--- config.mk ---
export PLATFORM = sky130hd
export DESIGN_NAME = bitmap_mem_sequencer
export DESIGN_NICKNAME = d
export VERILOG_FILES = /design/src/rtl/bitmap_mem_sequencer.sv
export SDC_FILE = /design/constraint.sdc
export NUM_CORES = 1
export LEC_CHECK = 0
export BUFFER_PORTS_ARGS = -buffer_cell sky130_fd_sc_hd__buf_2
export CAP_MARGIN = 10
export CORE_MARGIN = 1.5
export CORE_UTILIZATION = 45
export DETAILED_ROUTE_END_ITERATION = 6
export PLACE_DENSITY = 0.72
export SYNTH_ARGS = -nofsm -noshare
export SYNTH_HDL_FRONTEND = slang
export SYNTH_SLANG_ARGS = --single-unit
export TNS_END_PERCENT = 20
--- constraint.sdc ---
create_clock -name clk -period 3.6 [get_ports clk]
set_clock_uncertainty 0.2 [all_clocks]
set_input_delay 0.72 -clock clk [delete_from_list [all_inputs] [get_ports clk]]
set_output_delay 0.72 -clock clk [all_outputs]
set_load 0.02 [all_outputs]
--- src/rtl/bitmap_mem_sequencer.sv ---
`default_nettype none
// ============================================================================
// Module   : bitmap_mem_sequencer
// Purpose  : Multi-cycle sequencer for bitmap load/store (LDB/STB). Moves one
//            BM_WORDS-word bitmap between the bitmap datapath and the
//            single-port data memory, one word per cycle, stalling the
//            pipeline meanwhile. Also arbitrates the memory port with the
//            audio note-fetch requester (single-word reads).
// Ports    : clk, rst                  - clock, synchronous active-high reset
//            cpu_start/store/addr/wbm  - bitmap request from decode
//            cpu_stall, cpu_done       - pipeline stall / completion pulse
//            cpu_rbm                   - loaded bitmap (held until next load)
//            aud_req/addr              - audio read request (level)
//            aud_gnt/rvalid/rdata      - audio grant / read data return
//            mem_en/we/addr/wdata      - data memory access
//            mem_rdata                 - memory read data (1-cycle latency)
// Options  : BMSEQ_FAIR_ARB_EN - alternate audio/CPU inside a burst instead of
//            giving the CPU absolute priority.
// Revision : 1.0 - initial release
// ============================================================================
module bitmap_mem_sequencer #(
  parameter int BM_WORDS = 8,
  parameter int DW       = 16,
  parameter int AW       = 16
) (
  input  logic                   clk,
  input  logic                   rst,
  input  logic                   cpu_start,
  input  logic                   cpu_store,
  input  logic [AW-1:0]          cpu_addr,
  input  logic [BM_WORDS*DW-1:0] cpu_wbm,
  output logic                   cpu_stall,
  output logic                   cpu_done,
  output logic [BM_WORDS*DW-1:0] cpu_rbm,
  input  logic                   aud_req,
  input  logic [AW-1:0]          aud_addr,
  output logic                   aud_gnt,
  output logic                   aud_rvalid,
  output logic [DW-1:0]          aud_rdata,
  output logic                   mem_en,
  output logic                   mem_we,
  output logic [AW-1:0]          mem_addr,
  output logic [DW-1:0]          mem_wdata,
  input  logic [DW-1:0]          mem_rdata
);

  localparam int BW = (BM_WORDS > 1) ? $clog2(BM_WORDS) : 1;
  localparam logic [BW-1:0] C_LAST_BEAT = BW'(BM_WORDS - 1);

  typedef enum logic [1:0] {
    S_IDLE  = 2'd0,
    S_BURST = 2'd1,
    S_DRAIN = 2'd2,
    S_DONE  = 2'd3
  } state_t;

  state_t                  state_q, state_d;
  logic                    store_q, store_d;
  logic [AW-1:0]           base_q, base_d;
  logic [BM_WORDS*DW-1:0]  wbm_q, wbm_d;
  logic [BW-1:0]           beat_q, beat_d;
  logic                    flag_q, flag_d;        // audio took the previous slot
  logic                    done_q, done_d;
  logic [BM_WORDS*DW-1:0]  rbm_q, rbm_d;
  logic                    aud_rvalid_q, aud_rvalid_d;
  logic                    rd_pend_q, rd_pend_d;  // CPU read issued last cycle
  logic [BW-1:0]           rd_idx_q, rd_idx_d;    // which bitmap word it was
  logic                    aud_sel;

  always_comb begin
    state_d      = state_q;
    store_d      = store_q;
    base_d       = base_q;
    wbm_d        = wbm_q;
    beat_d       = beat_q;
    flag_d       = flag_q;
    done_d       = 1'b0;
    rbm_d        = rbm_q;
    rd_pend_d    = 1'b0;
    rd_idx_d     = rd_idx_q;
    aud_sel      = 1'b0;
    aud_gnt      = 1'b0;
    cpu_stall    = 1'b0;
    mem_en       = 1'b0;
    mem_we       = 1'b0;
    mem_addr     = aud_addr;
    mem_wdata    = '0;

    // A CPU read returns one cycle later, whatever owns the port now.
    if (rd_pend_q) begin
      rbm_d[rd_idx_q*DW +: DW] = mem_rdata;
    end

    case (state_q)
      S_IDLE: begin
        aud_gnt = aud_req;
        if (cpu_start) begin
          cpu_stall = 1'b1;
          store_d   = cpu_store;
          base_d    = cpu_addr;
          wbm_d     = cpu_wbm;
          beat_d    = '0;
          state_d   = S_BURST;
        end
      end
      S_BURST: begin
        cpu_stall = 1'b1;
`ifdef BMSEQ_FAIR_ARB_EN
        aud_sel = aud_req && !flag_q;
`endif
        if (aud_sel) begin
          aud_gnt = 1'b1;
          flag_d  = 1'b1;
        end else begin
          flag_d    = 1'b0;
          mem_en    = 1'b1;
          mem_we    = store_q;
          mem_addr  = base_q + AW'(beat_q);   // wraps silently at 2^AW
          mem_wdata = wbm_q[beat_q*DW +: DW];
          rd_pend_d = !store_q;
          rd_idx_d  = beat_q;
          beat_d    = beat_q + BW'(1);
          if (beat_q == C_LAST_BEAT) begin
            // Loads need one extra cycle to capture the final read word.
            state_d = store_q ? S_DONE : S_DRAIN;
            done_d  = store_q;
          end
        end
      end
      S_DRAIN: begin
        cpu_stall = 1'b1;
        aud_gnt   = aud_req;
        state_d   = S_DONE;
        done_d    = 1'b1;
      end
      S_DONE: begin
        aud_gnt = aud_req;
        state_d = S_IDLE;
      end
      default: state_d = S_IDLE;
    endcase

    if (aud_gnt) begin
      mem_en   = 1'b1;
      mem_we   = 1'b0;
      mem_addr = aud_addr;
    end
    aud_rvalid_d = aud_gnt;
  end

  always_ff @(posedge clk) begin
    if (rst) begin
      state_q      <= S_IDLE;
      store_q      <= 1'b0;
      base_q       <= '0;
      wbm_q        <= '0;
      beat_q       <= '0;
      flag_q       <= 1'b0;
      done_q       <= 1'b0;
      rbm_q        <= '0;
      aud_rvalid_q <= 1'b0;
      rd_pend_q    <= 1'b0;
      rd_idx_q     <= '0;
    end else begin
      state_q      <= state_d;
      store_q      <= store_d;
      base_q       <= base_d;
      wbm_q        <= wbm_d;
      beat_q       <= beat_d;
      flag_q       <= flag_d;
      done_q       <= done_d;
      rbm_q        <= rbm_d;
      aud_rvalid_q <= aud_rvalid_d;
      rd_pend_q    <= rd_pend_d;
      rd_idx_q     <= rd_idx_d;
    end
  end

  assign cpu_done   = done_q;
  assign cpu_rbm    = rbm_q;
  assign aud_rvalid = aud_rvalid_q;
  assign aud_rdata  = mem_rdata;

endmodule
`default_nettype wire

Word level (Yosys, flattened, before mapping)
Cells that the tools add are included. W data, S select, Z words.

Flip-flop bits (word level): 284. Input bits: 181. Logic and storage cells: 51. Bits in read-only memories: 0. Latch bits: 0. Memories kept: 0. Bits in writable memories: 0.

Bitwise gates (word level): 1. $add $sub $neg: 3. Eq/ne operators: 6. Multiplexer cells: 19. Divide/modulo/power cells: 0. Shift operators: 3. Reductions and logical operators: 9. Multipliers: 0. Magnitude comparators: 0.

Operators with widths (number): $bwmux W128 (1); $shift A16 B34 Y128 const A (1); $shiftx A128 B8 Y16 (1); $shiftx A16 B34 Y128 (1); $mux W16 (3); $neg A7 Y34 (1); $add A16 B3 Y16 (1); $mux W1 (8); $pmux W2 S4 (1); $pmux W3 S2 (1); $reduce_and A2 Y1 (3); $eq A2 B2 Y1 const B (2); $mux W2 (2); $ne A2 B2 Y1 const B (2); $pmux W1 S2 (2); $reduce_or A2 Y1 (2); $add A3 B1 Y3 const B (1); $eq A3 B3 Y1 const B (1); $mux W3 (1); $reduce_or A3 Y1 (1); $eq A2 B1 Y1 const B (1); $logic_not A2 Y1 (1); $reduce_bool A2 Y1 (1); $logic_not A1 Y1 (1); $not A1 Y1 (1).

Depth between registers and ports, before layout
Gate-level depths: netlist of the first run.

Word-level depth: 4. Gate-level depth with buffers: 12. Gate-level depth less buffers: 7.

Least setup slack after synthesis of the first run
OpenSTA, ideal clock, no wires.

Path kind: register to register. From: register rd_idx_q[0]. To: register rbm_q[70], in the netlist cpu_rbm[70]. Data required time: 3268 ps. Cell stages (with the launch flop): 13. Arrival: 2482 ps. Slack: 786 ps. Library setup time: 132 ps. Buffers on the path: 5. Cell sequence: dfxtp_1 -> buf_6 -> clkbuf_1 -> inv_1 -> ha_1 -> ha_1 -> or3b_1 -> buf_2 -> or4b_1 -> buf_2 -> buf_6 -> nand2_1 -> a21oi_1.

Cells in the longest elaborated chain, start to end: 3. Elaborated cells on any way between the ends: 4. Those cells by class: add/sub: 1; shift: 2; mux: 1.

Ends and longest elaborated chain: from (decl) (RTL line 67) `logic [BW-1:0] rd_idx_q, rd_idx_d;`; from (signal assigned) (RTL line 175) `rd_idx_q <= rd_idx_d;`; $neg A7 Y34 * (RTL line 91) `rbm_d[rd_idx_q*DW +: DW] = mem_rdata;`; $shiftx A16 B34 Y128 / $shift A16 B34 Y128 (equally long branches) (RTL line 91); $bwmux W128 * (RTL line 91); to (signal assigned) (RTL line 172) `rbm_q <= rbm_d;`; to (decl) (RTL line 64) `logic [BM_WORDS*DW-1:0] rbm_q, rbm_d;`.

Mark *: on every way between the ends. The rest lies on a longest branch, timed or not. A chain may end at the register's enable or synchronous reset.

Worst setup path in the final report of the first run
From: register beat_q[0]. To: output mem_addr[14].

Cells in the longest elaborated chain, start to end: 3.

Ends and longest elaborated chain: from (decl) (RTL line 61) `logic [BW-1:0] beat_q, beat_d;`; from (signal assigned) (RTL line 169) `beat_q <= beat_d;`; $add A16 B3 Y16 (RTL line 118) `mem_addr = base_q + AW'(beat_q);`; $mux W16 (RTL line 94) `case (state_q)`; $mux W16 (RTL line 143) `if (aud_gnt) begin`; to (decl) (RTL line 42) `output logic [AW-1:0] mem_addr,`.

No other way between the ends.

==> impl_metrics.py, run 1 <==
metrics = {
    "clocking": {
        "cts_tree": "built",
        "clock_sinks": 284,
        "ctsRootBufferMaster": "clkbuf_16",
        "cts_resized": 0,
        "clockBufferDepth": 3,
        "htreeDepth": 1,
        "cts_buffers": 30,
        "path_clk_slew_ns": 0.06,
        "worstSkewPairLatency_ns": 0.54,
        "post_cts_buffers": 0,
    },
    "drt": {
        "drt_wl_total_mm": 36.0,
        "drt-initial-drc-count": 927,
        "vias": 11000,
        "antenna_left": 0,
        "drc": 0,
        "wl_per_cell_um": 17.3,
        "drtPass1Iterations": 5,
        "viasPerCell": 5.28,
    },
    "worst_setup_path": {
        "reg2regPathDepth": 7,
        "r2r_end": "cpu_rbm[77]",
        "r2r_start": "rd_idx_q[1]",
        "crit_chain": "ha_1 -> fa_1 -> a21oi_1 -> nor4_1 -> xnor2_1 -> a21oi_1 -> buf_2",
        "ff2ff_setup_slack_ns": 0.84,
        "slowest_delay_ns": 0.44,
        "end_kind": "output pin",
        "worstPathMaxFanout": 6,
        "cp_slowest_cell": "a21oi_1",
        "critPathKind": "reg -> out",
        "crit_top_cell": "a21oi_1",
        "cp_data_arrival_time_ns": 2.58,
        "worstSetupStartpointType": "register",
        "crit_required_ns": 2.68,
    },
    "floorplan": {
        "core_mm2": 0.0259,
        "dieHeight_um": 165,
        "initial_core_util_pct": 45.5,
        "die-area_mm2": 0.0272,
        "io_pins": 363,
        "die_w_um": 165,
        "fp-row-count": 59,
    },
    "sta": {
        "tightestPinTransition_ns": 0.835,
        "setup_ws_ns": 0.0961,
        "fin_tns_setup_ns": 0,
        "hold_violations": 0,
        "fmax_ghz": 0.285,
        "fin_crit_ns": 3.50,
        "setup_violations": 0,
        "fin_crit_sh_pct": 97.3,
        "drv_slew": 0,
        "maxSlewHeadroom_pct": 44.1,
        "rsz0062_at_grt": "yes",
    },
    "placement": {
        "post-place-ws_ns": 0.705,
        "io_buffers": 362,
        "gp_congestion": 0.870,
        "dp_cells": 2022,
        "dp.final_hpwl_mm": 25.1,
    },
    "synth": {
        "ys_async_sr_fraction_pct": 0,
        "yosysUniqueCellTypes": 47,
        "synth_edf_count": 0,
        "syn-num-nets": 1636,
        "ys_seq_area_share_pct": 48.2,
        "syn-cell-area_mm2": 0.0118,
        "avgSynthCellArea_um2": 8.17,
        "ys_warn_count": 0,
        "synth-seq-cells": 284,
        "synthCells": 1443,
        "synthFlopType": "dfxtp_1",
    },
    "worst_hold_path": {
        "hold_start": "cpu_wbm[46]",
        "whs_path_depth": 3,
        "hold_path_class": "in -> reg",
        "holdPathEnd": "wbm_q[46]",
    },
    "global_route": {
        "grt_pass1_vias": 10000,
        "grt_max_degree": 146,
        "grt_pass1_wl_mm": 54.9,
        "grt.total_usage_pct": 25.8,
        "antenna_found_initial": 4,
        "grt_overflow": 0,
    },
    "outcome": {
        "status": "complete, no violations",
    },
    "power_and_ir_drop": {
        "powerDensity_mw_per_mm2": 637,
        "p_leak_nw": 6.09,
        "peakVddDrop_mv": 0.498,
    },
    "final_layout": {
        "final_cell_mix": "nand2_1 (443), buf_2 (361), dfxtp_1 (282)",
        "layout_commonest_cell": "nand2_1",
        "synthToLayoutAreaGrowth_pct": 24.6,
        "nets": 1912,
        "fin_cells": 2081,
        "drive_above_1_share_pct": 28.0,
    },
    "job": {
        "max-cap-violations": 0,
    },
}
==> how the worst max path moves through the flow <==
| stage | start | end | slack [ns] | cells after the start |
|---|---|---|---|---|
| 5_1_grt | beat_q[0] | mem_addr[8] | -0.07 | 7 |
| 3_3_place_gp | beat_q[0] | mem_addr[12] | 0.74 | 7 |
| 2_1_floorplan | rd_idx_q[0] | cpu_rbm[70] | 0.79 | 12 |
| 3_5_place_dp | beat_q[0] | mem_addr[12] | 0.71 | 7 |
| 6_report | beat_q[0] | mem_addr[14] | 0.1 | 7 |
| 4_1_cts | beat_q[0] | mem_addr[12] | 0.1 | 7 |
==> power breakdown <==
group / leakage [nW] / internal [mW] / switching [mW] / total [mW]
combinational: 3.27 / 0.908 / 1.60 / 2.51
sequential: 2.31 / 3.51 / 0.228 / 3.74
clock: 0.508 / 1.84 / 1.27 / 3.12
total: 6.09 / 6.26 / 3.10 / 9.36
==> state kept, by name, summed over array words and instances (netlist names) <==
register and cells:
cpu_rbm 128, wbm_q 128, base_q 16, beat_q 3
rd_idx_q 3, state_q 2, aud_rvalid 1, cpu_done 1
rd_pend_q 1, store_q 1
==> what timing repair did <==
action,CTS,global route
setup endpoints to repair,0,7
hold endpoints to repair,0,0
hold buffers,0,0
==> area by class of cell <==
class / instances / area (um2)
antenna: 4 / 10.0
clock buffer: 44 / 925
clock inverter: 11 / 90.1
fill: 2400 / 11200
inverter: 9 / 33.8
multi-input combinational: 1009 / 5480
sequential: 284 / 5690
tap: 335 / 419
timing repair buffer: 385 / 2060
==> per-stage QoR <==
stage	hold WS, ns	utilization (%)	instance area [um2]	power (mW)
6_report	0.207	56.7	14700	9.36
5_1_grt	0.195	56.7	14700	9.85
2_1_floorplan	0.212	-	11800	5.51
4_1_cts	0.180	56.7	14700	9.42
3_3_place_gp	0.236	52.8	13700	6.27
3_5_place_dp	0.243	52.8	13700	6.32
==> logic make-up after synthesis <==
group           count (synthesis)  share of synthesized area, %
flops                         284                          48.2
buf+inv                       150                          5.60
simple gates                  626                          22.0
compound gates                287                          12.4
mux                            72                          9.54
xor+xnor                       12                         0.891
fa+ha+maj                      12                          1.34
==> critical path, delay by kind of cell, from the launching register on <==
| family | cells | cell delay [ns] |
|---|---|---|
| flip-flops | 1 | 0.34 |
| XOR/XNOR | 1 | 0.16 |
| AO/OA/AOI/OAI | 2 | 0.58 |
| AND/OR/NAND/NOR | 1 | 0.15 |
| buffers and inverters | 1 | 0.17 |
| adder cells (fa/ha/maj) | 2 | 0.64 |
==> synth_stat cells, types with 3 or more instances <==
library cell  instances  area, um2
mux4_2               32        721
nand3_1              78        390
xnor2_1              11       96.3
nor2b_1               5       31.3
nand4_1               4       25.0
buf_2                14       70.1
mux2i_1              37        370
or3_1                 4       25.0
and2_1                3       18.8
clkbuf_1            100        375
nor2_1               59        221
dfxtp_1             284       5690
inv_1                 8       30.0
buf_1                 7       26.3
o21ai_0               3       15.0
nor3_1                7       35.0
ha_1                 11        138
or2_2                 4       25.0
nand3b_1              3       22.5
a21oi_1             274       1370
buf_4                17        128
mux2_2                3       33.8
nand2_1             444       1670
==> per-layer routing <==
layer | GRT usage (%) | wire length (um) | vias up | share of wire (%)
li1 | - | - | 5361 | -
met1 | 33.3 | 14900 | 5121 | 41
met2 | 43.1 | 17100 | 425 | 48
met3 | 4.85 | 2650 | 78 | 7.4
met4 | 8.64 | 1280 | 2 | 3.6
met5 | 0 | 11 | - | 0.031
No activity file was read; power rests on OpenSTA's default activity.
==> run 2: changes to the inputs <==
clock period = 4.3 ns   (was 3.6 ns; I/O delays follow)
==> run 2 against run 1 <==
Sequential share of layout area increased by 0.26 points; sequential power decreased by 16%; clock-buffer cell count unchanged; critical path type unchanged.
==> impl_metrics.py, run 2 (synthesis results as in run 1) <==
metrics = {
    "floorplan": {
        "io_pins": 363,
        "die-area_mm2": 0.0272,
        "initial_core_util_pct": 45.5,
        "fp-row-count": 59,
        "core_mm2": 0.0259,
        "dieHeight_um": 165,
        "die_w_um": 165,
    },
    "drt": {
        "antenna_left": 0,
        "drt-met1-wl_mm": 14.8,
        "viasPerCell": 5.29,
        "drt-initial-drc-count": 982,
        "wl_met2_mm": 17.8,
        "top_layer_used": "met5",
        "drt_wl_total_mm": 36.9,
        "drc": 0,
        "vias": 11000,
        "wl_per_cell_um": 17.8,
        "wl_met3_mm": 2.92,
        "drtPass1Iterations": 7,
    },
    "worst_setup_path": {
        "ff2ff_setup_slack_ns": 1.45,
        "path_delay_family": "adder cells",
        "cp_slowest_cell": "a21oi_1",
        "r2r_end": "cpu_rbm[104]",
        "crit_top_cell": "a21oi_1",
        "r2r_start": "rd_idx_q[1]",
        "cp.buffers_inverters": 1,
        "crit_chain": "ha_1 -> fa_1 -> a21oi_1 -> nor4_1 -> xnor2_1 -> a21oi_1 -> buf_2",
        "slowest_delay_ns": 0.44,
        "worstPathMaxFanout": 6,
        "worstSetupStartpointType": "register",
        "reg2regPathDepth": 7,
        "end_kind": "output pin",
        "crit_required_ns": 3.24,
        "critPathKind": "reg -> out",
        "cp_data_arrival_time_ns": 2.56,
    },
    "job": {
        "max-cap-violations": 0,
    },
    "final_layout": {
        "fillers": 2415,
        "nets": 1904,
        "synthToLayoutAreaGrowth_pct": 23.8,
        "final_cell_mix": "nand2_1 (443), buf_2 (361), dfxtp_1 (282)",
        "drive_above_1_share_pct": 27.7,
        "layout_commonest_cell": "nand2_1",
    },
    "clocking": {
        "cts_resized": 0,
        "path_clk_slew_ns": 0.06,
        "clock_sinks": 284,
        "worstSkewPairLatency_ns": 0.55,
        "hold_buffers": 0,
        "cts_buffers": 30,
        "cts_tree": "built",
        "clockBufferDepth": 3,
        "post_cts_buffers": 0,
        "ctsRootBufferMaster": "clkbuf_16",
        "htreeDepth": 1,
    },
    "global_route": {
        "grt.total_usage_pct": 26.0,
        "grt_pass1_vias": 10100,
        "grt_pass1_wl_mm": 54.8,
        "antenna_found_initial": 9,
        "grt_overflow": 0,
        "grt_max_degree": 145,
    },
    "worst_hold_path": {
        "hold_start": "cpu_rbm[39]",
        "hold_path_class": "reg -> reg",
        "holdPathEnd": "cpu_rbm[39]",
        "whs_path_depth": 2,
    },
    "sta": {
        "setup_violations": 0,
        "fin_crit_ns": 3.62,
        "fin_tns_setup_ns": 0,
        "fmax_ghz": 0.276,
        "drv_slew": 0,
        "hold_violations": 0,
        "maxSlewHeadroom_pct": 27.8,
        "fin_crit_sh_pct": 84.2,
        "rsz0062_at_grt": "no",
        "tightestPinTransition_ns": 1.08,
    },
    "outcome": {
        "status": "complete, no violations",
    },
    "power_and_ir_drop": {
        "power_mw": 7.81,
        "p_leak_nw": 6.04,
        "peakVddDrop_mv": 0.375,
        "powerDensity_mw_per_mm2": 535,
    },
    "placement": {
        "io_buffers": 362,
        "dp.final_hpwl_mm": 26.0,
        "gp_congestion": 0.896,
    },
}
## run 2: layer usage
metal,GRT usage (%),up-vias
li1,-,5339
met1,31.6,5123
met2,44.4,431
met3,6.15,84
met4,9.79,6
met5,0,-
## run 2: cell type report
cell class / instances / area (um2) / area share, %
antenna: 7 / 17.5 / 0.120
clock buffer: 44 / 915 / 6.26
clock inverter: 12 / 92.6 / 0.634
inverter: 9 / 33.8 / 0.231
multi-input combinational: 1009 / 5480 / 37.5
sequential: 284 / 5690 / 39.0
tap: 335 / 419 / 2.87
timing repair buffer: 377 / 1960 / 13.4
## run 2: stage by stage
step	hold slack, ns	util [%]	setup WS (ns)	std cells	cell area [um2]
after global placement	0.236	52.4	1.30	2014	13600
after CTS	0.250	56.3	0.680	2070	14600
after global routing	0.264	56.3	0.473	2076	14600
final	0.249	56.3	0.678	2077	14600
after floorplan	0.212	-	1.38	1443	11800
after detailed placement	0.243	52.4	1.28	2014	13600
## run 2: how the worst max path moves through the flow
| stage | startpoint | to | slack [ns] | depth (start not counted) |
|---|---|---|---|---|
| after detailed placement | base_q[0] | mem_addr[14] | 1.28 | 7 |
| after floorplan | cpu_start | cpu_stall | 1.38 | 5 |
| after CTS | base_q[0] | mem_addr[12] | 0.68 | 7 |
| final | base_q[0] | mem_addr[14] | 0.68 | 7 |
| after global routing | base_q[2] | mem_addr[11] | 0.47 | 6 |
| after global placement | beat_q[0] | mem_wdata[3] | 1.30 | 5 |
## run 2: worst register-to-register path: cells and delay by family (launching register included)
kind / cells / cell delay (ns)
buffers and inverters: 1 / 0.06
AND/OR/NAND/NOR: 3 / 1.35
flip-flops: 1 / 0.39
adder cells (fa/ha/maj): 2 / 0.61
AO/OA/AOI/OAI: 1 / 0.18
## run 2: power by group
| group | internal (mW) | total (mW) | switching (mW) |
|---|---|---|---|
| Sequential | 2.94 | 3.16 | 0.221 |
| Combinational | 0.737 | 2.06 | 1.32 |
| Clock | 1.53 | 2.60 | 1.07 |
